File: config.mk
export PLATFORM = sky130hd
export DESIGN_NAME = board_eval
export DESIGN_NICKNAME = d
export VERILOG_FILES = /design/src/rtl/board_eval.sv
export SDC_FILE = /design/constraint.sdc
export NUM_CORES = 1
export LEC_CHECK = 0
export ABC_AREA = 1
export CORE_AREA = 2 2 210 171
export DETAILED_ROUTE_END_ITERATION = 10
export DIE_AREA = 0 0 212 173
export PLACE_DENSITY_LB_ADDON = 0.2
export SETUP_SLACK_MARGIN = 0.5
export SLEW_MARGIN = 0
export SYNTH_ARGS = -nofsm -noshare
export SYNTH_HDL_FRONTEND = slang
export SYNTH_SLANG_ARGS = --single-unit
export TNS_END_PERCENT = 10
File: constraint.sdc
create_clock -name clk -period 4.3 [get_ports clk]
set_clock_uncertainty 0.2 [all_clocks]
set_input_delay 0.86 -clock clk [delete_from_list [all_inputs] [get_ports clk]]
set_output_delay 0.86 -clock clk [all_outputs]
set_load 0.02 [all_outputs]
File: src/rtl/board_eval.sv
// Scores N boards read from SDRAM and reports the best score and its board index.
// Latency: 129*N+1 cycles with zero-wait one-cycle-latency memory; one read in flight; master honours waitrequest.
module board_eval #(
  parameter int MAX_BOARDS = 255,
  parameter int SQ_STRIDE  = 4
) (
  input  logic        clk,
  input  logic        rst_n,
  output logic        slave_waitrequest,
  input  logic [3:0]  slave_address,
  input  logic        slave_read,
  output logic [31:0] slave_readdata,
  input  logic        slave_write,
  input  logic [31:0] slave_writedata,
  input  logic        master_waitrequest,
  output logic [31:0] master_address,
  output logic        master_read,
  input  logic [31:0] master_readdata,
  input  logic        master_readdatavalid,
  output logic        master_write,
  output logic [31:0] master_writedata
);

  typedef enum logic [2:0] {IDLE, RD_SQ, WT_SQ, CMP, DONE} state_t;

  localparam logic [31:0] SQ_STR  = 32'(SQ_STRIDE);
  localparam logic [31:0] BRD_STR = 32'(64 * SQ_STRIDE);
  localparam logic [31:0] MAX_CNT = 32'(MAX_BOARDS);

  state_t             state, state_nxt;
  logic [31:0]        base;
  logic [7:0]         count;
  logic               mode;
  logic signed [31:0] best_score;
  logic [7:0]         best_idx;
  logic               done;
  logic [7:0]         board;
  logic [5:0]         sq;
  logic signed [31:0] acc;
  logic               first;
  logic               busy, start, take, last_board;
  logic signed [31:0] sq_val;
  logic               unused_ok;

  function automatic logic signed [31:0] piece_value(input logic [7:0] code);
    logic [7:0]         mag;
    logic signed [31:0] v;
    mag = code[7] ? (8'd0 - code) : code;
    case (mag)
      8'd1:    v = 32'sd100;
      8'd2:    v = 32'sd320;
      8'd3:    v = 32'sd330;
      8'd4:    v = 32'sd500;
      8'd5:    v = 32'sd900;
      8'd6:    v = 32'sd20000;
      default: v = 32'sd0;
    endcase
    return code[7] ? -v : v;
  endfunction

  assign slave_waitrequest = 1'b0;
  assign master_write      = 1'b0;
  assign master_writedata  = 32'd0;
  assign unused_ok         = ^{slave_read, master_readdata[31:8]};

  assign busy       = (state == RD_SQ) || (state == WT_SQ) || (state == CMP);
  assign start      = slave_write && (slave_address == 4'd0) && !busy;
  assign sq_val     = piece_value(master_readdata[7:0]);
  assign last_board = ((board + 8'd1) == count);
  assign take       = !first || (mode ? (acc > best_score) : (acc < best_score));

  assign master_read    = (state == RD_SQ);
  assign master_address = (state == RD_SQ) ? base + 32'(board) * BRD_STR + 32'(sq) * SQ_STR : 32'd0;

  always_ff @(posedge clk) begin
    if (!rst_n) state <= IDLE;
    else        state <= state_nxt;
  end

  always_comb begin
    state_nxt = state;
    case (state)
      IDLE, DONE: if (start) state_nxt = (count == 8'd0) ? DONE : RD_SQ;
      RD_SQ:      if (!master_waitrequest) state_nxt = WT_SQ;
      WT_SQ:      if (master_readdatavalid) state_nxt = (sq == 6'd63) ? CMP : RD_SQ;
      CMP:        state_nxt = last_board ? DONE : RD_SQ;
      default:    state_nxt = IDLE;
    endcase
  end

  always_ff @(posedge clk) begin
    if (!rst_n) begin
      base       <= 32'd0;
      count      <= 8'd0;
      mode       <= 1'b0;
      best_score <= 32'sd0;
      best_idx   <= 8'd0;
      done       <= 1'b0;
      board      <= 8'd0;
      sq         <= 6'd0;
      acc        <= 32'sd0;
      first      <= 1'b0;
    end else begin
      if (slave_write && !busy) begin
        case (slave_address)
          4'd1: base  <= slave_writedata;
          4'd2: count <= (slave_writedata > MAX_CNT) ? MAX_CNT[7:0] : slave_writedata[7:0];
          4'd3: mode  <= slave_writedata[0];
          default: ;
        endcase
      end
      case (state)
        IDLE, DONE: begin
          if (start) begin
            done  <= (count == 8'd0);
            board <= 8'd0;
            sq    <= 6'd0;
            acc   <= 32'sd0;
            first <= 1'b0;
            if (count == 8'd0) begin
              best_score <= 32'sd0;
              best_idx   <= 8'd0;
            end
          end
        end
        WT_SQ: begin
          if (master_readdatavalid) begin
            acc <= acc + sq_val;
            if (sq != 6'd63) sq <= sq + 6'd1;
          end
        end
        CMP: begin
          // Strict compare keeps the earlier board on a tie.
          if (take) begin
            best_score <= acc;
            best_idx   <= board;
            first      <= 1'b1;
          end
          acc   <= 32'sd0;
          sq    <= 6'd0;
          board <= board + 8'd1;
          if (last_board) done <= 1'b1;
        end
        default: ;
      endcase
    end
  end

  always_comb begin
    slave_readdata = 32'd0;
    case (slave_address)
      4'd0: slave_readdata = {30'd0, busy, done};
      4'd1: slave_readdata = base;
      4'd2: slave_readdata = {24'd0, count};
      4'd3: slave_readdata = {31'd0, mode};
      4'd4: slave_readdata = best_score;
      4'd5: slave_readdata = {24'd0, best_idx};
      default: ;
    endcase
  end

endmodule

======== After elaboration in Yosys (flattened, before gate mapping) ========
Cells that the tools add are included.
word-level totals
  input bits .............................. 74
  register bits after elaboration ......... 132
  output and inout bits ................... 99
  logic and storage cells ................. 107
cells by class
  order comparisons ....................... 3
  reductions and logical operators ........ 24
  multiplexer cells ....................... 37
  equality and inequality tests ........... 25
  add/sub/neg operators ................... 7
operators by type and width
  cell                   count
  $mux W32               7
  $pmux W32 S6           1
  $pmux W32 S3           1
  $pmux W15 S6           1
  $pmux W32 S2           1
  $mux W8                6
  $add A32 B16 Y32       1
  $add A32 B32 Y32       1
  $add A32 B8 Y32        1
  $gt A32 B32 Y1         1
  $gt A32 B8 Y1 const B  1
  $lt A32 B32 Y1         1
  $neg A32 Y32           1
  $pmux W8 S2            2
  $eq A8 B3 Y1 const B   3
  $mux W6                3
  $pmux W6 S3            1
  $eq A8 B2 Y1 const B   2
  $mux W3                5
  $ne A2 B2 Y1 const B   6
  $pmux W3 S4            1
  $reduce_and A3 Y1      4
  $add A8 B1 Y8 const B  1
  $eq A4 B2 Y1 const B   2
  26 further kinds       42

======== Longest topological paths before layout ========
Gate-level depths: netlist (run 1).
  depth in word-level cells ............... 9
  mapped depth ............................ 32
  gate-level depth less buffers ........... 32

======== Worst setup path before layout (run 1) ========
Ideal clock, no wire load.
  kind .................................... input port to flip-flop
  start point ............................. input port master_readdata[0]
  end point ............................... register acc[22]
  path slack .............................. -0.275 ns
  setup time .............................. 0.132 ns
  arrival ................................. 4.243 ns
  cell stages on the path ................. 28
  cells stage by stage .................... inv_2 ha_1 nand2_1 nor2_1 nand3_1 nand2_1 nand2_1 nand2_1 buf_2 nand3_1 nand2_1 a21oi_1 ha_1 nand3_2 inv_1 ha_1 o21ai_0 inv_1 ha_1 a21oi_1 o21ai_0 a21oi_1 o21ai_0 a21oi_1 o21ai_0 or2_2 nand3_1 a21oi_1
between the ends
  word-level cells in the longest chain between the ends .. 9
ends and longest elaborated chain
  element                               RTL line  source
  start, declared                       18        input logic [31:0] master_readdata,
  $sub A1 B8 Y8                         48        mag = code[7] ? (8'd0 - code) : code;
  $mux W8 (*)                           48
  $eq A8 B3 Y1 (tied with other cells)  49        case (mag)
  $pmux W15 S6 (*)                      49
  $neg A32 Y32                          58        return code[7] ? -v : v;
  $mux W32 (*)                          58
  $add A32 B32 Y32 (*)                  128       acc <= acc + sq_val;
  $mux W32 (*)                          127       if (master_readdatavalid) begin
  $pmux W32 S3 (*)                      112       case (state)
  end signal, assigned                  128
  end, declared                         39        logic signed [31:0] acc;
Mark *: on every way between the ends. The rest lies on a longest branch, timed or not. The select of a mux whose other input is x is not followed.
A chain may end at the register's enable or synchronous reset.

======== Worst setup path in the final report (run 1) ========
  start point ............................. input port master_readdata[1]
  end point ............................... register acc[31]
The elaborated chain is that of the path after synthesis.

==> results of run 1 <==
==> cell families (layout without fill, tap and decap cells) <==
group,Yosys count,count (layout)
XOR/XNOR,27,27
buffers and inverters,298,539
AND/OR/NAND/NOR,624,624
adder cells (fa/ha/maj),90,90
other,1,34
flip-flops,130,130
AO/OA/AOI/OAI,399,399
==> worst paths after layout <==
path | start | endpoint | slack (ps) | depth (start not counted)
setup / recovery | master_readdata[1] | acc[31]$_SDFFE_PN0P_ | 140 | 26
hold / removal | best_score[19]$_SDFFE_PN0P_ | best_score[19]$_SDFFE_PN0P_ | 260 | 2
setup reg to reg | acc[29]$_SDFFE_PN0P_ | best_score[26]$_SDFFE_PN0P_ | 1360 | 13
hold reg to reg | best_score[19]$_SDFFE_PN0P_ | best_score[19]$_SDFFE_PN0P_ | 260 | 2
==> flip-flops by register name, indices dropped and copies added, names as in the netlist <==
signal	flops
acc	31
count	8
sq	6
board	8
first	1
best_score	31
best_idx	8
mode	1
state	3
done	1
base	32
==> critical path: stages <==
cell and delay (ps):
sky130_fd_sc_hd__buf_8 100, sky130_fd_sc_hd__inv_6 50, sky130_fd_sc_hd__ha_4 130, sky130_fd_sc_hd__nand2_2 50
sky130_fd_sc_hd__o211ai_1 270, sky130_fd_sc_hd__nand2_4 120, sky130_fd_sc_hd__nand2_2 100, sky130_fd_sc_hd__nand2_2 70
sky130_fd_sc_hd__a21oi_4 180, sky130_fd_sc_hd__ha_4 190, sky130_fd_sc_hd__nand3_4 100, sky130_fd_sc_hd__inv_2 100
sky130_fd_sc_hd__ha_4 200, sky130_fd_sc_hd__nor2_1 120, sky130_fd_sc_hd__nor2_2 80, sky130_fd_sc_hd__ha_4 300
sky130_fd_sc_hd__nand2_2 100, sky130_fd_sc_hd__nor2_1 170, sky130_fd_sc_hd__nand4_1 150, sky130_fd_sc_hd__o21ai_2 170
sky130_fd_sc_hd__buf_4 150, sky130_fd_sc_hd__a31oi_2 90, sky130_fd_sc_hd__buf_4 150, sky130_fd_sc_hd__nand3_1 80
sky130_fd_sc_hd__nand3_2 80, sky130_fd_sc_hd__a21oi_2 140
==> synth_stat cells, drive strengths merged (4+ instances only) <==
| master | number | area, sq um |
|---|---|---|
| a21boi | 11 | 82.6 |
| a21oi | 204 | 1060 |
| a221oi | 4 | 35.0 |
| a31oi | 14 | 87.6 |
| buf | 49 | 345 |
| clkbuf | 42 | 158 |
| dfxtp | 130 | 2600 |
| ha | 88 | 1100 |
| inv | 205 | 769 |
| nand2 | 313 | 1210 |
| nand3 | 69 | 378 |
| nand4 | 56 | 350 |
| nor2 | 135 | 519 |
| nor3 | 24 | 130 |
| nor4 | 11 | 81.3 |
| o2111ai | 5 | 43.8 |
| o211ai | 8 | 60.1 |
| o21a | 4 | 30.0 |
| o21ai | 117 | 589 |
| o21bai | 8 | 60.1 |
| o22ai | 16 | 100 |
| or2 | 14 | 87.6 |
| xnor2 | 10 | 87.6 |
| xor2 | 17 | 149 |
==> layer usage <==
metal / global-route usage, % / wire (um) / up-vias
met1: 28.1 / 17800 / 5184
met5: 0 / 0 / -
met3: 3.23 / 1920 / 34
met4: 4.46 / 495 / 0
li1: - / - / 5755
met2: 31.2 / 16300 / 279
==> repair_timing <==
action                                  in CTS  in global routing
buffers inserted                            27                 10
pin swaps                                   82                 59
endpoints found under the setup margin      76                 82
gates resized for setup                    206                102
cloned                                       1                  0
==> cell type report <==
type                            count  share of cell area [%]
Clock buffer                       17                    2.89
Clock inverter                     15                   0.970
Inverter                          207                    5.41
Multi-Input combinational cell   1174                    51.0
Sequential cell                   130                    17.8
Tap cell                          472                    4.02
Timing Repair Buffer              300                    17.8
==> power breakdown <==
group	switching, mW	internal (mW)	leakage (nW)	total (mW)
Sequential	0.0106	1.21	1.05	1.22
Combinational	0.223	0.171	4.77	0.394
Clock	0.671	0.767	0.276	1.44
==> stage by stage <==
stage	hold slack, ps	power (mW)	TNS, ps	worst slack [ps]	utilization [%]
5_1_grt	278	3.17	-75.6	-45.8	42.7
6_report	263	3.05	0	144	42.7
2_1_floorplan	237	1.45	0	70.3	-
4_1_cts	262	3.06	0	232	41.6
3_5_place_dp	253	1.57	-19240	-870	37.4
3_3_place_gp	248	1.57	-17100	-802	37.4
==> Flow_metrics.wiki, run 1 <==
{| class="wikitable"
! Metric !! Value
|-
| Outcome || complete, no violations
|-
| Post-detailed-placement half-perimeter wirelength || 27200 um
|-
| Top-level port count || 173
|-
| Xor/xnor share of the synthesized area || 2.31%
|-
| Count of port buffers added during placement || 113
|-
| Transition at the pin with the smallest max-transition slack || 1070 ps
|-
| Nets || 1994
|-
| Total area of multi-input combinational cells || 7510 sq um
|-
| Portion of the post-synthesis area used by sequential elements || 25.4%
|-
| Basic-gate share of the synthesized area counting and, or, nand and nor cells || 27.1%
|-
| Peak supply drop || 281 uV
|-
| RSZ-0062 raised after global routing || true
|-
| Antenna cells || 0
|-
| Max-capacitance violation count || 0
|-
| Final Slew Violations || 0
|-
| Vias per cell || 4.86
|-
| Post-route design area || 14700 sq um
|-
| Die Span Y || around 170 um
|-
| Proportion of synthesized flip-flops having asynchronous set or reset || 0%
|-
| Clk Latency, worst-skew pair || 430 ps
|-
| Number of buffers added by the clock tree synthesis step || 17
|-
| Via count || 11252
|-
| Reported leakage power || 6.10 nW
|-
| Hold crit path type || register to register
|-
| Drt pass-1 iters || 5
|-
| Synth cell types || 50
|-
| Die W || around 210 um
|-
| Req. time, crit path || ~4500 ps
|-
| CTS Root Buffer Type || sky130_fd_sc_hd__clkbuf_16
|-
| Routed wire length || 36400 um
|-
| TritonCTS Sinks || 130
|-
| Area of the core || 34400 sq um
|-
| TritonCTS clock tree || done
|-
| Largest family of logic cells by synthesized area || simple AND/OR/NAND/NOR gates
|-
| Crit Path Category || input port to register
|-
| Antenna violations before repair || 0
|-
| Effective utilization at floorplan || ~30%
|-
| Row cnt || 61
|-
| Post-synthesis share of cell area spent on full adders, half adders and majority gates || 11.1%
|-
| Clock transition at path regs || roughly 70 ps
|-
| Final antenna-violating net count || 0
|-
| Total global-route track usage || 19.8%
|-
| Mux contribution to synthesized area || 0%
|-
| Synth Cell Area || 10200 sq um
|-
| Most frequent cells in the layout || sky130_fd_sc_hd__nand2_1 (267), sky130_fd_sc_hd__inv_1 (184), sky130_fd_sc_hd__buf_4 (172)
|-
| Crit path DAT || 4330 ps
|-
| Placed Area || 12900 sq um
|-
| Detailed router's first-iteration violation count || between 700 and 800
|-
| Final hold violation count || 0
|-
| Final cycle utilization of the critical path || 96.7%
|-
| Top fanout value on the critical path || 5
|-
| Maximum buffer depth of the clock tree || 2
|-
| Warnings, synthesis || 0
|-
| Count of final setup violators || 0
|-
| Layout fillers || 3488
|-
| Non-filler cells in the finished layout || 2315
|-
| Synthesized-area fraction occupied by ao, oa, aoi and oai cells || between 20% and 30%
|-
| Maximum number of pins on one net before global-route repair || between 50 and 60
|-
| Slew Limit Headroom || 28.7%
|-
| Sequential Area || 2620 sq um
|-
| Most instantiated flip-flop cell in the synthesis netlist || sky130_fd_sc_hd__dfxtp_1
|-
| Total grt overflow || 0
|-
| Commonest non-fill, non-tap cell in the layout || sky130_fd_sc_hd__nand2_1
|-
| Synthesized area divided by synthesized cell count || between 6 and 7 sq um
|-
| Global-route wire length before repair || 58000 um
|-
| Kind of end point of the critical path || register
|-
| Fraction of layout instances using a drive strength above 1 || 25.2%
|-
| Min Clock Period, post-route || approximately 4200 ps
|-
| Pwr dens || just over 200 nW/um^2
|-
| Number of placed instances with taps included || between 2000 and 2500
|-
| Drt wl/cell || 15.7 um
|-
| Hold-fix buffers, CTS || 0
|-
| H-tree Lvls || 4
|-
| Count of state elements after synthesis || 130
|-
| Die Outline Area || 36700 sq um
|-
| Weighted congestion reported at the end of routability-driven placement || 0.890
|-
| Number of enable flip-flop cells after synthesis || 0
|-
| DR DRC count || 0
|-
| F_max || 241 MHz
|-
| Area growth from synthesis to layout || 43.5%
|-
| Cell count after synthesis || roughly 1600
|-
| Vias in the first global route || 10912
|-
| Critical path launch point type || input port
|}
Power figures use the tool's default switching activity.
==> run 2: changes to the inputs <==
==> constraint.sdc (replaced) <==
create_clock -name clk -period 4.3 [get_ports clk]
set_clock_uncertainty 0.2 [all_clocks]
set_input_delay 0.645 -clock clk [delete_from_list [all_inputs] [get_ports clk]]
set_output_delay 0.645 -clock clk [all_outputs]
set_load 0.02 [all_outputs]
==> Flow_metrics.wiki, run 2 (same netlist as run 1, synthesis figures left out) <==
{| class="wikitable"
! Metric !! Value
|-
| Most frequent cells in the layout || sky130_fd_sc_hd__nand2_1 (288), sky130_fd_sc_hd__inv_1 (193), sky130_fd_sc_hd__a21oi_1 (171)
|-
| Top-level port count || 173 (unchanged)
|-
| H-tree Lvls || 4 (unchanged)
|-
| Fraction of layout instances using a drive strength above 1 || 19.5% (-5.8 points)
|-
| Number of flip-flops under the largest register name || 32 (unchanged)
|-
| Count of final setup violators || 0 (unchanged)
|-
| Largest Register || base
|-
| Global-route wire length before repair || 55600 um (-4.2%)
|-
| Hold-fix buffers, CTS || 0 (unchanged)
|-
| Min Clock Period, post-route || 3980 ps (-180 ps)
|-
| Via count || 11083 (-1.5%)
|-
| Maximum number of pins on one net before global-route repair || 49 (-3.9%)
|-
| Drt wl/cell || 15.2 um (-3.1%)
|-
| Die Span Y || 173 um (unchanged)
|-
| Effective utilization at floorplan || 29.8% (unchanged)
|-
| Count of port buffers added during placement || 113 (unchanged)
|-
| Final cycle utilization of the critical path || 92.5% (-4.2 points)
|-
| Vias in the first global route || 10431 (-4.4%)
|-
| Slew Limit Headroom || 27.2% (-1.5 points)
|-
| Transition at the pin with the smallest max-transition slack || 1090 ps (+22.0 ps)
|-
| Final antenna-violating net count || 0 (unchanged)
|-
| Vias per cell || 4.82 (-0.86%)
|-
| Finished Core Util || 40.6% (-2.1 points)
|-
| Combinational fraction of design power || 11.6% (-1.3 points)
|-
| TritonCTS clock tree || done
|-
| Highest cell delay on the worst timing path || 350 ps (+50 ps)
|-
| Req. time, crit path || 4400 ps (-70 ps)
|-
| Die W || 212 um (unchanged)
|-
| Commonest non-fill, non-tap cell in the layout || sky130_fd_sc_hd__nand2_1
|-
| Hold crit path type || register to register
|-
| Top fanout value on the critical path || 5 (unchanged)
|-
| Kind of cell adding the most delay to the critical path || compound AO/OA/AOI/OAI gates
|-
| Nets || 1979 (-0.75%)
|-
| Post-detailed-placement half-perimeter wirelength || 26800 um (-1.6%)
|-
| Row cnt || 61 (unchanged)
|-
| Cell with the largest stage delay on the worst path || sky130_fd_sc_hd__ha_1
|-
| Routed wire length || 35100 um (-3.7%)
|-
| Maximum buffer depth of the clock tree || 2 (unchanged)
|-
| Clk pwr share || 48.5% (+1.4 points)
|-
| Pwr dens || 219 nW/um^2 (+5.5%)
|-
| Crit path DAT || 4070 ps (-260 ps)
|-
| Critical path launch point type || input port
|-
| Final hold violation count || 0 (unchanged)
|-
| Number of buffers added by the clock tree synthesis step || 17 (unchanged)
|-
| Total global-route track usage || 18.9% (-0.93 points)
|-
| Biggest registers after layout || base (32), acc (31), best_score (31)
|-
| Area of the core || 34400 sq um (unchanged)
|-
| Total grt overflow || 0 (unchanged)
|-
| F_max || 251 MHz (+4.5%)
|-
| Clk Latency, worst-skew pair || 430 ps (about the same)
|-
| RSZ-0062 raised after global routing || true
|-
| DR DRC count || 0 (unchanged)
|-
| Weighted congestion reported at the end of routability-driven placement || 0.901 (+1.3%)
|-
| Final Slew Violations || 0 (unchanged)
|-
| Critical Path Most Common Cell || sky130_fd_sc_hd__buf_4
|-
| Layout fillers || 3588 (+2.9%)
|-
| Placed Area || 12800 sq um (-0.41%)
|-
| Area growth from synthesis to layout || 36.5%
|-
| Reported leakage power || 5.97 nW (-2.2%)
|-
| Buf/Inv on CP || 9 (+4)
|-
| Detailed router's first-iteration violation count || 784 (+6.2%)
|-
| Sum of internal, switching and leakage power || 3.07 mW (+0.41%)
|-
| Antenna violations before repair || 0 (unchanged)
|-
| TritonCTS Sinks || 130 (unchanged)
|-
| Antenna cells || 0 (unchanged)
|-
| Drt pass-1 iters || 5 (unchanged)
|-
| Peak supply drop || 261 uV (-7.0%)
|-
| Sequential share of power || 39.9% (about the same)
|-
| Max-capacitance violation count || 0 (unchanged)
|-
| Cell Int Power || 2.19 mW (+1.8%)
|-
| Switching pwr || 0.878 mW (-3.0%)
|-
| Outcome || complete, no violations
|-
| Post-route design area || 14000 sq um (-4.9%)
|-
| Switching Fraction || 28.6% (-1.0 points)
|-
| Die Outline Area || 36700 sq um (unchanged)
|-
| Clock transition at path regs || 60 ps (about the same)
|-
| Crit Path Category || input port to register
|-
| CTS Root Buffer Type || sky130_fd_sc_hd__clkbuf_16
|-
| Kind of end point of the critical path || register
|}
run 2: changes by cell type in the layout (fill, tap and decap cells not counted), sizes merged:
cell,before,now
clkdlybuf4s50,86,90
bufinv,0,1
clkinv,6,4
clkbuf,19,21
buf,192,175
clkdlybuf4s15,6,1
dlygate4sd2,13,12
inv,213,215
dlymetal6s2s,1,3
clkinvlp,3,2
run 2: path summary, 6_finish.rpt:
check / from / to / slack, ps / depth (start not counted)
min reg2reg: best_score[12]$_SDFFE_PN0P_ / best_score[12]$_SDFFE_PN0P_ / 260 / 2
max reg2reg: acc[31]$_SDFFE_PN0P_ / best_score[29]$_SDFFE_PN0P_ / 1360 / 14
min: best_score[12]$_SDFFE_PN0P_ / best_score[12]$_SDFFE_PN0P_ / 260 / 2
max: master_readdata[1] / acc[26]$_SDFFE_PN0P_ / 320 / 27
run 2: what timing repair did:
| item | in CTS | in global routing |
|---|---|---|
| resized for setup | 103 | 53 |
| gates cloned | 0 | 0 |
| buffers inserted | 18 | 7 |
| setup endpoints to repair | 48 | 49 |
| pin swaps | 51 | 31 |
| hold endpoints to repair | 0 | 0 |
run 2: per-stage QoR:
step	hold WS, ps	setup TNS [ps]	cells	worst slack [ps]
floorplan	237	0	1602	285
global placement	247	-13010	2243	-644
detailed placement	251	-14640	2243	-762
CTS	262	0	2293	239
global route	279	0	2300	119
finish	259	0	2300	324
run 2: power by group through the flow:
stage                     clock network, mW  registers (mW)  logic (mW)
final                                  1.49            1.22       0.355
after global routing                   1.57            1.22       0.389
after floorplan                           0            1.25       0.200
after CTS                              1.51            1.22       0.337
after global placement                    0            1.25       0.316
after detailed placement                  0            1.25       0.316
run 2: layout make-up:
type | instances | area [sq um] | share of cell area, %
Inverter | 207 | 790 | 5.64
Clock inverter | 15 | 164 | 1.17
Clock buffer | 17 | 425 | 3.04
Sequential cell | 130 | 2600 | 18.6
Timing Repair Buffer | 285 | 2420 | 17.3
Tap cell | 472 | 591 | 4.22
Multi-Input combinational cell | 1174 | 6990 | 50.0
run 2: tightest hold or removal path, delay by kind of cell (launching register included):
family,cells,cell delay (ps)
AO/OA/AOI/OAI,1,50
flip-flops,1,310
AND/OR/NAND/NOR,1,60
run 2: metal layers:
metal	track usage, %	up-vias	wire (um)
met2	29.4	254	15500
met3	2.85	13	1650
met4	2.67	0	233
met1	27.8	5110	17700
li1	-	5706	-
met5	0	-	0
==> run 3: changes to the inputs <==
--- a/config.mk
+++ b/config.mk
@@ -6,6 +6,7 @@
 export NUM_CORES = 1
 export LEC_CHECK = 0
 export ABC_AREA = 1
+export CAP_MARGIN = 0
 export CORE_AREA = 2 2 210 171
 export DETAILED_ROUTE_END_ITERATION = 10
 export DIE_AREA = 0 0 212 173
@@ -15,4 +16,3 @@
 export SYNTH_ARGS = -nofsm -noshare
 export SYNTH_HDL_FRONTEND = slang
 export SYNTH_SLANG_ARGS = --single-unit
-export TNS_END_PERCENT = 10
==> constraint.sdc (replaced) <==
create_clock -name clk -period 4.3 [get_ports clk]
set_clock_uncertainty 0.2 [all_clocks]
set_input_delay 0.645 -clock clk [delete_from_list [all_inputs] [get_ports clk]]
set_output_delay 0.645 -clock clk [all_outputs]
set_load 0.005 [all_outputs]
==> Flow_metrics.wiki, run 3 (same netlist as run 1, synthesis figures left out) <==
{| class="wikitable"
! Metric !! Value
|-
| Sum of internal, switching and leakage power || 3.08 mW (+0.48%)
|-
| Outcome || complete, no violations
|-
| Highest cell delay on the worst timing path || 340 ps (about the same)
|-
| Most frequent cells in the layout || sky130_fd_sc_hd__nand2_1 (277), sky130_fd_sc_hd__inv_1 (184), sky130_fd_sc_hd__a21oi_1 (154)
|-
| Clk Latency, worst-skew pair || 440 ps (about the same)
|-
| Routed wire length || 35800 um (+2.1%)
|-
| TritonCTS Sinks || 130 (unchanged)
|-
| Final Slew Violations || 0 (unchanged)
|-
| RSZ-0062 raised after global routing || true
|-
| Number of flip-flops under the largest register name || 32 (unchanged)
|-
| Count of final setup violators || 0 (unchanged)
|-
| Total area of multi-input combinational cells || 7480 sq um (+6.9%)
|-
| Clock transition at path regs || 70 ps (about the same)
|-
| Critical path launch point type || input port
|-
| Max-capacitance violation count || 0 (unchanged)
|-
| Area growth from synthesis to layout || 42.6%
|-
| Req. time, crit path || 4470 ps (+70 ps)
|-
| Number of buffers added by the clock tree synthesis step || 17 (unchanged)
|-
| F_max || 250 MHz (-0.50%)
|-
| Critical Path Start || master_readdata[0]
|-
| H-tree Lvls || 4 (unchanged)
|-
| Worst Reg2Reg Path Length in Cells || 13 (-1)
|-
| Layout fillers || 3522 (-1.8%)
|-
| Post-detailed-placement half-perimeter wirelength || 27200 um (+1.6%)
|-
| Area of the core || 34400 sq um (unchanged)
|-
| Min Clock Period, post-route || 4000 ps (+19.8 ps)
|-
| R2R Setup Slk || 1250 ps (-110 ps)
|-
| Top-level port count || 173 (unchanged)
|-
| Kind of end point of the critical path || register
|-
| Detailed router's first-iteration violation count || 741 (-5.5%)
|-
| Transition at the pin with the smallest max-transition slack || 1090 ps (+1.70 ps)
|-
| Count of port buffers added during placement || 113 (unchanged)
|-
| Largest Register || base
|-
| DR DRC count || 0 (unchanged)
|-
| Antenna violations before repair || 0 (unchanged)
|-
| Maximum buffer depth of the clock tree || 2 (unchanged)
|-
| Antenna cells || 0 (unchanged)
|-
| Vias in the first global route || 10607 (+1.7%)
|-
| Die Span Y || 173 um (unchanged)
|-
| Commonest non-fill, non-tap cell in the layout || sky130_fd_sc_hd__nand2_1
|-
| Sequential Area || 2630 sq um (+1.0%)
|-
| Weighted congestion reported at the end of routability-driven placement || 0.898 (-0.32%)
|-
| Peak supply drop || 188 uV (-28%)
|-
| Via count || 11285 (+1.8%)
|-
| Nets || 1979 (unchanged)
|-
| Total global-route track usage || 19.2% (+0.36 points)
|-
| Maximum number of pins on one net before global-route repair || 50 (+2.0%)
|-
| CTS Root Buffer Type || sky130_fd_sc_hd__clkbuf_16
|-
| Top fanout value on the critical path || 6 (+1)
|-
| Drt pass-1 iters || 5 (unchanged)
|-
| Pwr dens || 211 nW/um^2 (-3.8%)
|-
| Final hold violation count || 0 (unchanged)
|-
| Setup total negative slack || 0 ps (unchanged)
|-
| Global-route wire length before repair || 56400 um (+1.5%)
|-
| Drt wl/cell || 15.6 um (+2.1%)
|-
| Final antenna-violating net count || 0 (unchanged)
|-
| Die Outline Area || 36700 sq um (unchanged)
|-
| Final cycle utilization of the critical path || 92.9% (+0.46 points)
|-
| Vias per cell || 4.91 (+1.8%)
|-
| TritonCTS clock tree || done
|-
| Crit path DAT || 4170 ps (+100 ps)
|-
| Biggest registers after layout || base (32), acc (31), best_score (31)
|-
| Die W || 212 um (unchanged)
|-
| Reg2reg end || best_score[31]$_SDFFE_PN0P_
|-
| Reported leakage power || 6.07 nW (+1.7%)
|-
| Endpoint of the worst setup timing path || acc[31]$_SDFFE_PN0P_
|-
| Cell with the largest stage delay on the worst path || sky130_fd_sc_hd__ha_1
|-
| Slew Limit Headroom || 27.1% (-0.11 points)
|-
| Crit Path Category || input port to register
|-
| Effective utilization at floorplan || 29.8% (unchanged)
|-
| Row cnt || 61 (unchanged)
|-
| Reg-to-reg startpoint || acc[31]$_SDFFE_PN0P_
|-
| Total grt overflow || 0 (unchanged)
|-
| Fraction of layout instances using a drive strength above 1 || 25.2% (+5.7 points)
|-
| Hold crit path type || register to register
|}
[run 3: changes by cell type in the layout (fill, tap and decap cells not counted), sizes merged]
cell           change
bufinv             -1
clkbuf             +2
clkdlybuf4s15      +2
clkdlybuf4s50      -1
clkinv             +4
clkinvlp           -2
dlygate4sd2        -3
inv                -1
[run 3: where the power goes]
part	switching [mW]	total, mW	internal, mW	leakage, nW
Clock	0.716	1.51	0.792	0.298
Sequential	0.0116	1.22	1.21	1.06
Combinational	0.191	0.350	0.159	4.71
Total	0.919	3.08	2.16	6.07
[run 3: cell type report]
| cell class | count | share of cell area [%] |
|---|---|---|
| Multi-Input combinational cell | 1174 | 51.2 |
| Sequential cell | 130 | 18.0 |
| Timing Repair Buffer | 285 | 17.1 |
| Inverter | 207 | 5.56 |
| Tap cell | 472 | 4.04 |
| Clock buffer | 17 | 2.91 |
| Clock inverter | 15 | 1.26 |
[run 3: worst max-delay path: cells and delay by family]
kind,cells,cell delay [ps]
AND/OR/NAND/NOR,9,790
adder cells (fa/ha/maj),4,840
AO/OA/AOI/OAI,8,1210
buffers and inverters,7,670
[run 3: layer usage]
metal	GRT usage (%)	wire, um
met1	27.9	18000
met2	29.9	15800
met3	2.80	1520
met4	3.99	464
met5	0	0
[run 3: through the flow]
step	hold slack [ps]	std cells	setup slack [ps]	utilization (%)	cell area, sq um
4_1_cts	263	2289	321	41.0	14100
3_3_place_gp	248	2231	-637	37.4	12900
6_report	263	2300	304	42.5	14600
3_5_place_dp	252	2231	-746	37.4	12900
2_1_floorplan	237	1602	312	-	10600
5_1_grt	277	2300	119	42.5	14600
[run 3: timing repair]
action,CTS,global route
resized for setup,172,124
hold buffers,0,0
buffers inserted,26,11
pin swaps,79,73
setup endpoints to repair,47,41
[run 3: worst min path at each step]
stage / startpoint / to / slack, ps / depth (start not counted)
4_1_cts: best_score[20]$_SDFFE_PN0P_ / best_score[20]$_SDFFE_PN0P_ / 260 / 2
3_5_place_dp: best_score[4]$_SDFFE_PN0P_ / best_score[4]$_SDFFE_PN0P_ / 250 / 2
2_1_floorplan: done$_SDFFE_PN0P_ / done$_SDFFE_PN0P_ / 240 / 2
6_report: best_score[3]$_SDFFE_PN0P_ / best_score[3]$_SDFFE_PN0P_ / 260 / 2
3_3_place_gp: first$_SDFFE_PN0P_ / first$_SDFFE_PN0P_ / 250 / 2
5_1_grt: best_score[28]$_SDFFE_PN0P_ / best_score[28]$_SDFFE_PN0P_ / 280 / 2
